==> config.mk <==
export PLATFORM = sky130hd
export DESIGN_NAME = main_fsm
export DESIGN_NICKNAME = d
export VERILOG_FILES = /design/src/rtl/controller_pkg.sv /design/src/rtl/mem_wait_timer.sv /design/src/rtl/main_fsm.sv
export SDC_FILE = /design/constraint.sdc
export NUM_CORES = 1
export LEC_CHECK = 0
export BUFFER_PORTS_ARGS = -buffer_cell sky130_fd_sc_hd__buf_2
export CORE_UTILIZATION = 57
export CTS_BUF_LIST = sky130_fd_sc_hd__clkbuf_2 sky130_fd_sc_hd__clkbuf_4 sky130_fd_sc_hd__clkbuf_8
export CTS_CLUSTER_SIZE = 30
export DETAILED_ROUTE_END_ITERATION = 16
export PLACE_DENSITY = 0.93
export SETUP_SLACK_MARGIN = 0.2
export SLEW_MARGIN = 30
export SYNTH_ARGS = -nofsm -noshare
export SYNTH_HDL_FRONTEND = slang
export SYNTH_SLANG_ARGS = --single-unit
==> constraint.sdc <==
create_clock -name clk -period 4.6 [get_ports clk]
set_input_delay 0.46 -clock clk [delete_from_list [all_inputs] [get_ports clk]]
set_output_delay 0.46 -clock clk [all_outputs]
set_load 0.1 [all_outputs]
==> src/rtl/controller_pkg.sv <==
// Shared types and select codes for the
// multicycle ARM-subset main controller.
package controller_pkg;

  typedef enum logic [3:0] {
    FETCH,
    DECODE,
    MEMADR,
    MEMREAD,
    MEMWB,
    MEMWRITE,
    EXECR,
    EXECI,
    ALUWB,
    BRANCH,
    HALT
  } state_t;

  localparam logic [1:0] SRCB_REG  = 2'b00;
  localparam logic [1:0] SRCB_IMM  = 2'b01;
  localparam logic [1:0] SRCB_FOUR = 2'b10;

  localparam logic [1:0] RES_ALUOUT = 2'b00;
  localparam logic [1:0] RES_DATA   = 2'b01;
  localparam logic [1:0] RES_ALU    = 2'b10;

endpackage

==> src/rtl/mem_wait_timer.sv <==
// Saturating count of consecutive cycles
// spent waiting for memory ready.
module mem_wait_timer #(
  parameter int MEM_TIMEOUT = 255
) (
  input  logic clk,
  input  logic clear,
  input  logic inc,
  output logic expired
);

  localparam int W =
    (MEM_TIMEOUT > 0) ? $clog2(MEM_TIMEOUT + 1) : 1;
  localparam logic [W-1:0] LIMIT = W'(MEM_TIMEOUT);

  logic [W-1:0] cnt_q;
  logic [W-1:0] cnt_d;

  // Clear wins over increment; hold at all-ones.
  always_comb begin
    cnt_d = cnt_q;
    if (clear) begin
      cnt_d = '0;
    end else if (inc && (cnt_q != '1)) begin
      cnt_d = cnt_q + 1'b1;
    end
  end

  // Counter register; clear doubles as reset.
  always_ff @(posedge clk) begin
    cnt_q <= cnt_d;
  end

  assign expired = (MEM_TIMEOUT != 0) &&
                   (cnt_q == LIMIT);

endmodule

==> src/rtl/main_fsm.sv <==
// Multicycle main controller: sequences the
// shared datapath and watches memory waits.
module main_fsm
  import controller_pkg::*;
#(
  parameter int MEM_TIMEOUT = 255
) (
  input  logic       clk,
  input  logic       reset,
  input  logic [1:0] Op,
  input  logic [5:0] Funct,
  input  logic       MemReady,
  output logic       IRWrite,
  output logic       NextPC,
  output logic       AdrSrc,
  output logic       ALUSrcA,
  output logic [1:0] ALUSrcB,
  output logic [1:0] ResultSrc,
  output logic       RegW,
  output logic       MemW,
  output logic       Branch,
  output logic       ALUOp,
  output logic       Halted,
  output logic       Timeout
);

  state_t state_q;
  state_t state_d;
  state_t out_st;
  logic   timeout_q;
  logic   timeout_d;
  logic   wait_st;
  logic   expired;
  logic   tmo_hit;
  logic   unused_funct;

  assign unused_funct = ^Funct[4:1];

  assign wait_st = (state_q == FETCH) ||
                   (state_q == MEMREAD) ||
                   (state_q == MEMWRITE);

  assign tmo_hit = wait_st & ~MemReady & expired;

  mem_wait_timer #(
    .MEM_TIMEOUT(MEM_TIMEOUT)
  ) u_timer (
    .clk    (clk),
    .clear  (reset | MemReady | ~wait_st),
    .inc    (wait_st & ~MemReady),
    .expired(expired)
  );

  // Next-state selection per instruction class.
  always_comb begin
    state_d   = state_q;
    timeout_d = timeout_q | tmo_hit;
    unique case (state_q)
      FETCH: begin
        if (tmo_hit)       state_d = HALT;
        else if (MemReady) state_d = DECODE;
      end
      DECODE: begin
        unique case (Op)
          2'b00:
            state_d = Funct[5] ? EXECI : EXECR;
          2'b01: state_d = MEMADR;
          2'b10: state_d = BRANCH;
          default: state_d = HALT;
        endcase
      end
      MEMADR:
        state_d = Funct[0] ? MEMREAD : MEMWRITE;
      MEMREAD: begin
        if (tmo_hit)       state_d = HALT;
        else if (MemReady) state_d = MEMWB;
      end
      MEMWB:  state_d = FETCH;
      MEMWRITE: begin
        if (tmo_hit)       state_d = HALT;
        else if (MemReady) state_d = FETCH;
      end
      EXECR:  state_d = ALUWB;
      EXECI:  state_d = ALUWB;
      ALUWB:  state_d = FETCH;
      BRANCH: state_d = FETCH;
      HALT:   state_d = HALT;
      default: state_d = HALT;
    endcase
  end

  // State and sticky timeout flag.
  always_ff @(posedge clk) begin
    if (reset) begin
      state_q   <= FETCH;
      timeout_q <= 1'b0;
    end else begin
      state_q   <= state_d;
      timeout_q <= timeout_d;
    end
  end

  assign out_st = reset ? FETCH : state_q;

  // Datapath controls; reset shows FETCH quietly.
  always_comb begin
    IRWrite   = 1'b0;
    NextPC    = 1'b0;
    AdrSrc    = 1'b0;
    ALUSrcA   = 1'b0;
    ALUSrcB   = SRCB_REG;
    ResultSrc = RES_ALUOUT;
    RegW      = 1'b0;
    MemW      = 1'b0;
    Branch    = 1'b0;
    ALUOp     = 1'b0;
    Halted    = 1'b0;
    unique case (out_st)
      FETCH: begin
        ALUSrcA   = 1'b1;
        ALUSrcB   = SRCB_FOUR;
        ResultSrc = RES_ALU;
        IRWrite   = MemReady & ~reset;
        NextPC    = MemReady & ~reset;
      end
      DECODE: begin
        ALUSrcA   = 1'b1;
        ALUSrcB   = SRCB_FOUR;
        ResultSrc = RES_ALU;
      end
      MEMADR: ALUSrcB = SRCB_IMM;
      MEMREAD: AdrSrc = 1'b1;
      MEMWB: begin
        ResultSrc = RES_DATA;
        RegW      = 1'b1;
      end
      MEMWRITE: begin
        AdrSrc = 1'b1;
        MemW   = 1'b1;
      end
      EXECR: ALUOp = 1'b1;
      EXECI: begin
        ALUSrcB = SRCB_IMM;
        ALUOp   = 1'b1;
      end
      ALUWB: RegW = 1'b1;
      BRANCH: begin
        ALUSrcB   = SRCB_IMM;
        ResultSrc = RES_ALU;
        Branch    = 1'b1;
      end
      HALT: Halted = 1'b1;
      default: Halted = 1'b1;
    endcase
  end

  assign Timeout = timeout_q;

endmodule
Word level (Yosys, flattened, before mapping)
Index checks and enable logic that the tools add are counted.
{"block": "totals", "register_bits": 13}
{"block": "classes", "n_eq_ne": 25, "mux": 21, "bitwise_logic": 9, "n_addsub": 1, "reduce_logical": 16}
{"op": "$eq A4 B3 Y1 const B", "n": 8}
{"op": "$mux W4", "n": 7}
{"op": "$pmux W4 S7", "n": 1}
{"op": "$eq A4 B2 Y1 const B", "n": 4}
{"op": "$eq A4 B4 Y1 const B", "n": 4}
{"op": "$pmux W4 S3", "n": 1}
{"op": "$reduce_or A10 Y1", "n": 1}
{"op": "$reduce_or A2 Y1", "n": 5}
{"op": "$mux W1", "n": 9}
{"op": "$ne A3 B3 Y1 const B", "n": 3}
{"op": "$reduce_or A3 Y1", "n": 3}
{"op": "$add A8 B1 Y8 const B", "n": 1}
{"op": "$eq A4 B1 Y1 const B", "n": 2}
{"op": "$eq A8 B8 Y1 const B", "n": 1}
{"op": "$logic_not A4 Y1", "n": 2}
{"op": "$ne A8 B8 Y1 const B", "n": 1}
{"op": "$pmux W2 S2", "n": 2}
{"op": "$and A1 B1 Y1", "n": 3}
{"op": "$mux W3", "n": 1}
{"op": "$not A1 Y1", "n": 3}
{"op": "$or A1 B1 Y1", "n": 3}
{"op": "$reduce_and A3 Y1", "n": 1}
{"op": "$eq A2 B1 Y1 const B", "n": 1}
{"op": "$eq A2 B2 Y1 const B", "n": 1}
{"op": "other kinds (3)", "n": 4}

Longest topological paths before layout
Gate-level depths: netlist (run 1).
{"block": "logic_depth", "ltp_word": 7, "mapped_depth": 6}

By module
Synthesis (run 1) repeated with hierarchy kept, for this count alone.
{"block": "hier_totals", "hier_cells": 128, "area_unflattened_um2": 984.7}
{"module": "main_fsm", "seq_area_each_um2": 100.1, "cells_each": 77, "instances": 1, "area_each_um2": 528.0}
{"module": "mem_wait_timer", "seq_area_each_um2": 160.2, "cells_each": 51, "instances": 1, "area_each_um2": 456.7}

Worst setup path after synthesis (run 1)
No wires, ideal clock.
{"block": "synth_path", "kind": "register to output", "startpoint": "reg state_q[3]", "endpoint": "out NextPC", "path_stages_with_launch": 6, "n_path_buf": 2, "path_slack_ns": -0.254, "t_arrival_ns": 4.394, "required_ns": 4.140, "cell_sequence": "dfxtp_1 buf_1 nor2_1 nand2_1 nor4_1 buf_4"}
{"block": "synth_via", "elab_chain_len": 3}
{"element": "from (decl)", "line_no": "main_fsm.sv:27", "rtl": "state_t state_q;"}
{"element": "from (signal assigned)", "line_no": "main_fsm.sv:98", "rtl": "state_q <= state_d;"}
{"element": "$mux W4", "line_no": "main_fsm.sv:103", "rtl": "assign out_st = reset ? FETCH : state_q;"}
{"element": "$logic_not A4 Y1"}
{"element": "$mux W1"}
{"element": "to (decl)", "line_no": "main_fsm.sv:14", "rtl": "output logic NextPC,"}
No other way between the ends.

Final worst setup path (run 1)
{"block": "layout_path", "startpoint": "reg state_q[0]", "endpoint": "out ALUSrcB[0]"}
{"block": "layout_via", "elab_chain_len": 4, "word_cells_on_any_way": 9}
{"element": "$mux W4 (*)", "line_no": "main_fsm.sv:103"}
{"element": "$eq A4 B4 Y1 (tied with other cells)", "line_no": "main_fsm.sv:118", "rtl": "unique case (out_st)"}
{"element": "$reduce_or A3 Y1 (no line) or $reduce_or A2 Y1 (tied branches)"}
{"element": "$pmux W2 S2 (*)", "line_no": "main_fsm.sv:118"}
{"element": "to (decl)", "line_no": "main_fsm.sv:17", "rtl": "output logic [1:0] ALUSrcB,"}
Mark *: on every way between the ends. The rest lies on a longest branch, timed or not.

==> results of run 1 <==
[critical path: stages, from the launching register on]
cell and delay [ps]:
dfxtp_1 680, nand2b_1 320, mux2i_1 210, nand2_1 70, a21oi_1 120, buf_2 440
[power groups by stage]
stage               clock network [uW]  logic (uW)  registers [uW]
finish                            78.9         434             199
global route                      83.6         457             205
CTS                               78.8         433             197
detailed placement                   0         433             199
global placement                     0         421             196
floorplan                            0         441             144
[cell families (layout without fill, tap and decap cells)]
group                      count (synthesis)  count (layout)  share of synthesized area (%)
adders and majority gates                  1               1                          1.406
buffers and inverters                     13              28                          7.311
AOI/OAI and AO/OA                         26              26                          21.80
muxes                                      3               3                          3.376
xor gates and xnor gates                   6               6                          5.907
and+or+nand+nor                           52              52                          30.94
DFF                                       13              13                          29.25
[placed cells by master, fill, tap and decap left out, types with 4 or more instances in the layout]
master and n:
buf_2 20, inv_1 4, nor2_1 14, nand2_1 7
a21oi_1 6, nand2b_1 5, nand3_1 4, dfxtp_1 13
nor3_1 7, xor2_1 5, clkbuf_4 4
[cells in the mapped netlist, types with 2 or more instances]
master and n:
o21ai_0 3, clkbuf_1 4, buf_4 2, inv_1 4
a21oi_1 6, nor2_1 14, mux2i_1 3, o41ai_1 2
nor3_1 7, nand2b_1 5, nor4_1 2, nand3_1 4
a31oi_1 2, or3_1 2, o32ai_1 3, and3_1 2
nand2_1 7, or2_2 3, xor2_1 5, dfxtp_1 13
[routing by layer]
metal / GRT usage, % / vias up / wire length [um] / part of all wire (%)
li1: - / 446 / - / -
met1: 34.05 / 423 / 962 / 46
met2: 40.94 / 38 / 970 / 46
met3: 2.174 / 5 / 131 / 6.3
met4: 9.677 / 0 / 32 / 1.5
met5: 0 / - / 0 / 0
[per-stage QoR]
| stage | cells | setup WS, ps | power (uW) | instance area (um^2) | hold WS (ps) |
|---|---|---|---|---|---|
| after floorplan | 114 | 529.6 | 585.1 | 895.9 | 445.9 |
| after global placement | 140 | 2448 | 616.1 | 964.7 | 462.3 |
| after detailed placement | 140 | 2353 | 631.5 | 964.7 | 475.4 |
| after CTS | 144 | 2049 | 708.7 | 994.7 | 481.1 |
| after global routing | 144 | 1891 | 746.1 | 994.7 | 510.5 |
| final | 144 | 2019 | 711.8 | 994.7 | 486.9 |
[sequential cells by signal, indices dropped and copies added (netlist names)]
| name | flops |
|---|---|
| Timeout | 1 |
| state_q | 4 |
| u_timer.cnt_q | 8 |
[area by class of cell]
class / instances / area (um^2) / area share, %
clock buffers: 4 / 30.03 / 3.019
inverters: 4 / 15.01 / 1.509
multi-input cells: 88 / 570.5 / 57.36
flip-flops and latches: 13 / 260.3 / 26.16
well taps: 15 / 18.77 / 1.887
repair buffers: 20 / 100.1 / 10.06
[worst paths after layout]
path / to / slack, ps
worst max-delay path: ALUSrcB[0] / 2020
worst min-delay path: state_q[3]$_SDFFE_PP0P_ / 490
worst max register to register: u_timer.cnt_q[6]$_SDFFE_PP0P_ / 2410
worst min register to register: u_timer.cnt_q[6]$_SDFFE_PP0P_ / 490
==> flow_summary.json, run 1 <==
{
  "outcome": "complete, no violations",
  "post_cts_buffers": 0,
  "place.gp.congestion": 0.8384,
  "rows": 13,
  "vias": 912,
  "drt-pass1-iter-count": 5,
  "hold_buffers": 0,
  "switching_power_uw": 424.0,
  "ys_seq_elements": 13,
  "layout-drive-gt1-share_pct": 23.26,
  "clk_pin_slew_ps": 90,
  "first_global_vias": 801,
  "max_slew.worst_pin.slew_ps": 628.7,
  "nNetsFinal": 142,
  "finalClockSkew_ps": 7.232,
  "p_clk_share_pct": 11.1,
  "setup_viol": 0,
  "synth_top_area_cell": "dfxtp_1",
  "slew_headroom_pct": 58.03,
  "synth_warnings": 0,
  "critPathArrivalTime_ps": 2120,
  "powerDensity_nw_per_um2": 715.5,
  "path_class": "flop to output port",
  "synthTopCellsByArea": "dfxtp_1, nor2_1, xor2_1",
  "synth_nets": 126,
  "pwr-share-seq_pct": 28.0,
  "peakVddDrop_mv": 0.4937,
  "yosysUniqueCellTypes": 41,
  "clock_path_buffers": 2,
  "grt-ovfl-total": 0,
  "period_share_pct": 56.12,
  "start_util_pct": 64.34,
  "synth-seq-area-share_pct": 29.25,
  "cts_made_buffers": 3,
  "swShare_pct": 59.58,
  "required_ps": 4140,
  "synth_area_um2": 889.6,
  "final.setup.tns_ps": 0,
  "critical_path.startpoint": "state_q[0]$_SDFFE_PP0P_",
  "synth_cells": 114,
  "drc": 0,
  "internal_power_uw": 287.7,
  "min_path_type": "primary input to flop",
  "postCtsResizedCells": 0,
  "port_buffers": 20,
  "power_frac_comb_pct": 61.0,
  "fin_util_pct": 71.95,
  "grt_max_degree": 19,
  "nFillCells": 106,
  "timing.fmax_ghz": 0.3874,
  "worstHoldPathCells": 2,
  "area_growth_pct": 11.81,
  "dieWidth_um": 41.51,
  "timing.rr.start": "state_q[1]$_SDFFE_PP0P_",
  "gr-usage-all-layers_pct": 25.09,
  "ys.flop_type": "dfxtp_1",
  "viasPerCell": 6.333,
  "p_leak_uw": 0.0003905,
  "wl_per_cell_um": 14.56,
  "syn_avg_cell_area_um2": 7.804,
  "slew_viol_final": 0,
  "synth_top_area_share_pct": 29.25,
  "ff2ff_path_depth": 4,
  "rsz0062_at_grt": "no",
  "insertion_delay_ps": 280,
  "fp.dieH_um": 41.51,
  "synth_edf_count": 0,
  "cp_max_fo": 17,
  "cts_sinks": 13,
  "start_kind": "flop",
  "worstHoldStart": "reset",
  "cts_root_buffer": "clkbuf_4",
  "wirelength_um": 2096,
  "grt_pass1_wl_um": 3532,
  "period_needed_ps": 2581,
  "cp-end-kind": "output port",
  "ant_nets": 0,
  "cts_tree": "done",
  "io_pins": 25,
  "post-dp-hpwl_um": 1514,
  "htree_levels": 1,
  "die_area_um2": 1723,
  "antenna_found_initial": 0,
  "synth-async-reset-ratio_pct": 0,
  "finalHoldViolCount": 0,
  "drtIter0Drc": 39,
  "diodes": 0,
  "core_area_um2": 1383,
  "max_cap_violations": 0
}
No activity file was read; power rests on OpenSTA's default activity.
==> inputs of run 2 (changes only) <==
- ABC_AREA: unset -> 1
- CORE_UTILIZATION: 57 -> 49
- PLACE_DENSITY: 0.93 -> 0.84
- clock period: 4.6 -> 2.25 ns (I/O delays scaled with it)
==> run 2 against run 1 <==
Net effect: critical path depth stayed put; critical path type unchanged; highest routed layer unchanged; largest power group unchanged; first-iteration DRC count is 21% lower; global-route usage is 2.3 points lower.
==> flow_summary.json, run 2 <==
{
  "start_kind": "flop",
  "synthTopCellsByArea": "dfxtp_1, nand2_1, inv_1",
  "p_leak_uw": 0.0005637,
  "core_area_um2": 1962,
  "htree_levels": 1,
  "drt-pass1-iter-count": 4,
  "peakVddDrop_mv": 0.8870,
  "synth_cells": 162,
  "critPathArrivalTime_ps": 1690,
  "synth_area_um2": 1023,
  "fp.dieH_um": 47.70,
  "final_common_cell": "nand2_1",
  "synth-seq-area-share_pct": 25.43,
  "finalHoldViolCount": 0,
  "post-dp-hpwl_um": 1825,
  "max_slew.worst_pin.slew_ps": 484.1,
  "cp-end-kind": "output port",
  "insertion_delay_ps": 290,
  "start_util_pct": 52.17,
  "die_area_um2": 2275,
  "viasPerCell": 5.043,
  "period_share_pct": 85.23,
  "synth_nets": 174,
  "max_cap_violations": 0,
  "wirelength_um": 2388,
  "clk_pin_slew_ps": 90,
  "diodes": 0,
  "rows": 16,
  "final_cell_mix": "nand2_1, inv_1, nor2_1, buf_2",
  "grt-ovfl-total": 0,
  "yosys.cell_count.top_type": "nand2_1",
  "worstHoldStart": "reset",
  "cts_root_buffer": "clkbuf_4",
  "gr-usage-all-layers_pct": 22.82,
  "largest_register_ffs": 8,
  "rsz0062_at_grt": "no",
  "drt-met1-wl_um": 1113,
  "antenna_found_initial": 0,
  "dr_wl_met3_um": 91,
  "post_cts_buffers": 0,
  "hold_buffers": 0,
  "grt_pass1_wl_um": 3663,
  "slew_headroom_pct": 67.95,
  "finalClockSkew_ps": 9.351,
  "nNetsFinal": 197,
  "clock_path_buffers": 2,
  "synth_warnings": 0,
  "area_growth_pct": 19.80,
  "ys.flop_type": "dfxtp_1",
  "critical_path.startpoint": "state_q[1]$_SDFFE_PP0P_",
  "final.setup.tns_ps": 0,
  "ant_nets": 0,
  "wl_per_cell_um": 11.32,
  "p_total_uw": 1522,
  "cts_tree": "done",
  "timing.rr.start": "u_timer.cnt_q[0]$_SDFFE_PP0P_",
  "synth_edf_count": 0,
  "highest_layer": "met4",
  "place_area_um2": 1180,
  "yosysUniqueCellTypes": 26,
  "slew_viol_final": 0,
  "largest_register": "u_timer.cnt_q",
  "syn_avg_cell_area_um2": 6.318,
  "powerDensity_nw_per_um2": 1241,
  "path_class": "flop to output port",
  "met2WireLength_um": 1155,
  "layout-drive-gt1-share_pct": 29.89,
  "grt_max_degree": 11,
  "timing.fmax_ghz": 0.5214,
  "setup_viol": 0,
  "synth-async-reset-ratio_pct": 0,
  "first_global_vias": 872,
  "period_needed_ps": 1918,
  "ys_seq_elements": 13,
  "port_buffers": 20,
  "cts_sinks": 13,
  "required_ps": 2030,
  "fin_area_um2": 1226,
  "min_path_type": "primary input to flop",
  "drc": 0,
  "vias": 1064,
  "cts_made_buffers": 3,
  "synthTopCellsByCount": "nand2_1, inv_1, nor2_1, dfxtp_1, nand3_1",
  "drtIter0Drc": 31,
  "outcome": "complete, no violations",
  "io_pins": 25,
  "dieWidth_um": 47.70,
  "cp_max_fo": 6,
  "synth_top_area_share_pct": 25.43,
  "synth_top_area_cell": "dfxtp_1",
  "place.gp.congestion": 0.8708
}
-- run 2: cell types whose count changed in the layout (fill, tap and decap cells not counted), sizes merged, moves of 5 or more --
cell    before  now
nand2b       5    0
inv          4   29
nand3        4   14
nor2        14   24
a21oi        6   11
nand2        7   48
-- run 2: final timing paths --
kind | endpoint | cells after the start | slack (ps)
hold reg to reg | Timeout$_SDFF_PP0_ | 2 | 450
setup reg to reg | state_q[2]$_SDFFE_PP0P_ | 10 | 600
setup / recovery | AdrSrc | 5 | 330
hold / removal | Timeout$_SDFF_PP0_ | 2 | 270
-- run 2: metrics by stage --
stage                     util, %  cells  hold slack, ps  setup slack, ps
after floorplan                 -    162           408.9            21.49
after global placement      60.14    207           434.7            500.5
after detailed placement    60.14    207           438.0            447.1
after CTS                   61.80    211           267.8            223.6
after global routing        62.50    211           276.1            226.1
final                       62.50    211           270.0            332.3
-- run 2: cells by family after synthesis --
family / Yosys count / share of synthesized area (%)
and+or+nand+nor: 95 / 47.80
DFF: 13 / 25.43
xor gates and xnor gates: 1 / 0.8559
buffers and inverters: 31 / 11.86
AOI/OAI and AO/OA: 21 / 12.84
adders and majority gates: 1 / 1.222
-- run 2: metal layers --
layer / global-route usage, % / vias to the layer above
met5: 0 / -
met4: 7.222 / 0
met3: 5.660 / 5
met2: 38.11 / 24
met1: 28.73 / 478
li1: - / 557
-- run 2: area by class of cell --
cell class | count | area, um^2
repair buffers | 20 | 113.9
fillers | 191 | 735.7
flip-flops and latches | 13 | 262.8
multi-input cells | 118 | 676.9
well taps | 27 | 33.78
clock buffers | 4 | 30.03
inverters | 29 | 108.9
-- run 2: power breakdown --
| part | internal (uW) | total [uW] | switching, uW |
|---|---|---|---|
| Clock | 81.1 | 163 | 82.0 |
| Combinational | 229 | 1040 | 806 |
| Sequential | 268 | 323 | 55.4 |
-- run 2: worst max-delay path: stages, from the launching register on --
cell	delay, ps
dfxtp_1	470
inv_2	120
nor4_1	290
nand2_1	120
o21ai_2	70
clkbuf_4	340
-- run 2: what timing repair did --
item,4_1_cts,5_1_grt
cloned,0,0
endpoints found under the hold margin,0,0
setup endpoints to repair,1,7
resized for setup,1,6
==> inputs of run 3 (changes only) <==
- PLACE_DENSITY: 0.84 -> 0.77
==> run 3 against run 2 <==
Net effect: sequential share of layout area is 0.080 points lower; clock skew is 8.3 ps lower; critical endpoint is now ALUSrcB[0]; via count is 0.19% higher; register-to-register slack worse by 50 ps; die area stayed put; worst setup slack better by 9.3 ps.
==> flow_summary.json, run 3 (synthesis gave the netlist of run 2 again) <==
{
  "cts_sinks": 13,
  "fp.dieH_um": 47.70,
  "nNetsFinal": 197,
  "finalHoldViolCount": 0,
  "period_needed_ps": 1908,
  "period_share_pct": 84.82,
  "start_util_pct": 52.17,
  "dp.cells": 207,
  "final_common_cell": "nand2_1",
  "drt-pass1-iter-count": 4,
  "viasPerCell": 5.052,
  "powerDensity_nw_per_um2": 1238,
  "port_buffers": 20,
  "rsz0062_at_grt": "no",
  "p_total_uw": 1516,
  "slew_headroom_pct": 67.96,
  "setup_viol": 0,
  "final_cell_mix": "nand2_1, inv_1, nor2_1, buf_2, dfxtp_1",
  "cp_max_fo": 7,
  "min_path_type": "primary input to flop",
  "ant_nets": 0,
  "post-dp-hpwl_um": 1935,
  "grt_max_degree": 11,
  "die_area_um2": 2275,
  "max_slew.worst_pin.slew_ps": 483.9,
  "finalClockSkew_ps": 1.033,
  "wirelength_um": 2374,
  "max_cap_violations": 0,
  "antenna_found_initial": 0,
  "rows": 16,
  "clk_pin_slew_ps": 80,
  "grt-ovfl-total": 0,
  "critical_path.startpoint": "state_q[3]$_SDFFE_PP0P_",
  "timing.fmax_ghz": 0.5240,
  "place.gp.congestion": 0.8581,
  "vias": 1066,
  "dieWidth_um": 47.70,
  "area_growth_pct": 19.68,
  "outcome": "complete, no violations",
  "cp-end-kind": "output port",
  "insertion_delay_ps": 280,
  "drt-met1-wl_um": 990,
  "stdcell_count": 211,
  "first_global_vias": 882,
  "drc": 0,
  "nFillCells": 198,
  "wl_per_cell_um": 11.25,
  "critPathArrivalTime_ps": 1680,
  "grt_pass1_wl_um": 3532,
  "post_cts_buffers": 0,
  "required_ps": 2030,
  "met2WireLength_um": 1267,
  "clock_path_buffers": 2,
  "layout-drive-gt1-share_pct": 29.35,
  "largest_register": "u_timer.cnt_q",
  "drtIter0Drc": 38,
  "largest_register_ffs": 8,
  "start_kind": "flop",
  "pre_cts_ws_ps": 485.1,
  "htree_levels": 1,
  "slew_viol_final": 0,
  "core_area_um2": 1962,
  "cts_root_buffer": "clkbuf_4",
  "p_leak_uw": 0.0005633,
  "cts_tree": "done",
  "highest_layer": "met4",
  "dr_wl_met3_um": 78,
  "fin_ws_ps": 341.5,
  "diodes": 0,
  "final.setup.tns_ps": 0,
  "path_class": "flop to output port",
  "timing.rr.start": "u_timer.cnt_q[0]$_SDFFE_PP0P_",
  "worstHoldStart": "reset",
  "cts_made_buffers": 3,
  "peakVddDrop_mv": 0.7895,
  "io_pins": 25,
  "hold_buffers": 0,
  "gr-usage-all-layers_pct": 22.31
}
[run 3: worst max-delay path, cell delays in order, from the launching register on]
cell and delay (ps):
dfxtp_1 500, inv_1 120, nor2_1 160, nand2_1 140
nor2_4 110, nor2_1 50, o21ai_2 70, buf_6 240
[run 3: final timing paths]
path	end	slack, ps	depth (start not counted)
worst min-delay path	Timeout$_SDFF_PP0_	270	2
worst min register to register	Timeout$_SDFF_PP0_	450	2
worst max register to register	state_q[0]$_SDFFE_PP0P_	550	10
worst max-delay path	ALUSrcB[0]	340	7
[run 3: stage by stage]
step | util (%) | area (um^2) | hold slack [ps]
after floorplan | - | 1059 | 408.9
after global placement | 60.14 | 1180 | 436.0
after detailed placement | 60.14 | 1180 | 440.2
after CTS | 61.80 | 1212 | 262.8
after global routing | 62.44 | 1225 | 291.2
final | 62.44 | 1225 | 267.0
[run 3: cell type report]
| class | instances | area [um^2] | share of cell area (%) |
|---|---|---|---|
| multi-input cells | 118 | 676.9 | 55.26 |
| well taps | 27 | 33.78 | 2.758 |
| inverters | 29 | 108.9 | 8.887 |
| clock buffers | 4 | 30.03 | 2.451 |
| flip-flops and latches | 13 | 261.5 | 21.35 |
| repair buffers | 20 | 113.9 | 9.295 |
[run 3: report_power, final]
| part | total (uW) | switching [uW] | internal, uW |
|---|---|---|---|
| registers | 318 | 52.3 | 266 |
| clock network | 161 | 80.1 | 81.0 |
| logic | 1040 | 807 | 230 |
[run 3: repair_timing]
action | CTS | global route
resized for setup | 1 | 5
pin swaps | 0 | 0
endpoints found under the setup margin | 1 | 6
hold endpoints to repair | 0 | 0
[run 3: metal layers]
layer	global-route usage [%]	vias to the layer above
li1	-	557
met1	24.54	479
met2	42.43	25
met3	3.396	5
met4	8.333	0
met5	0	-
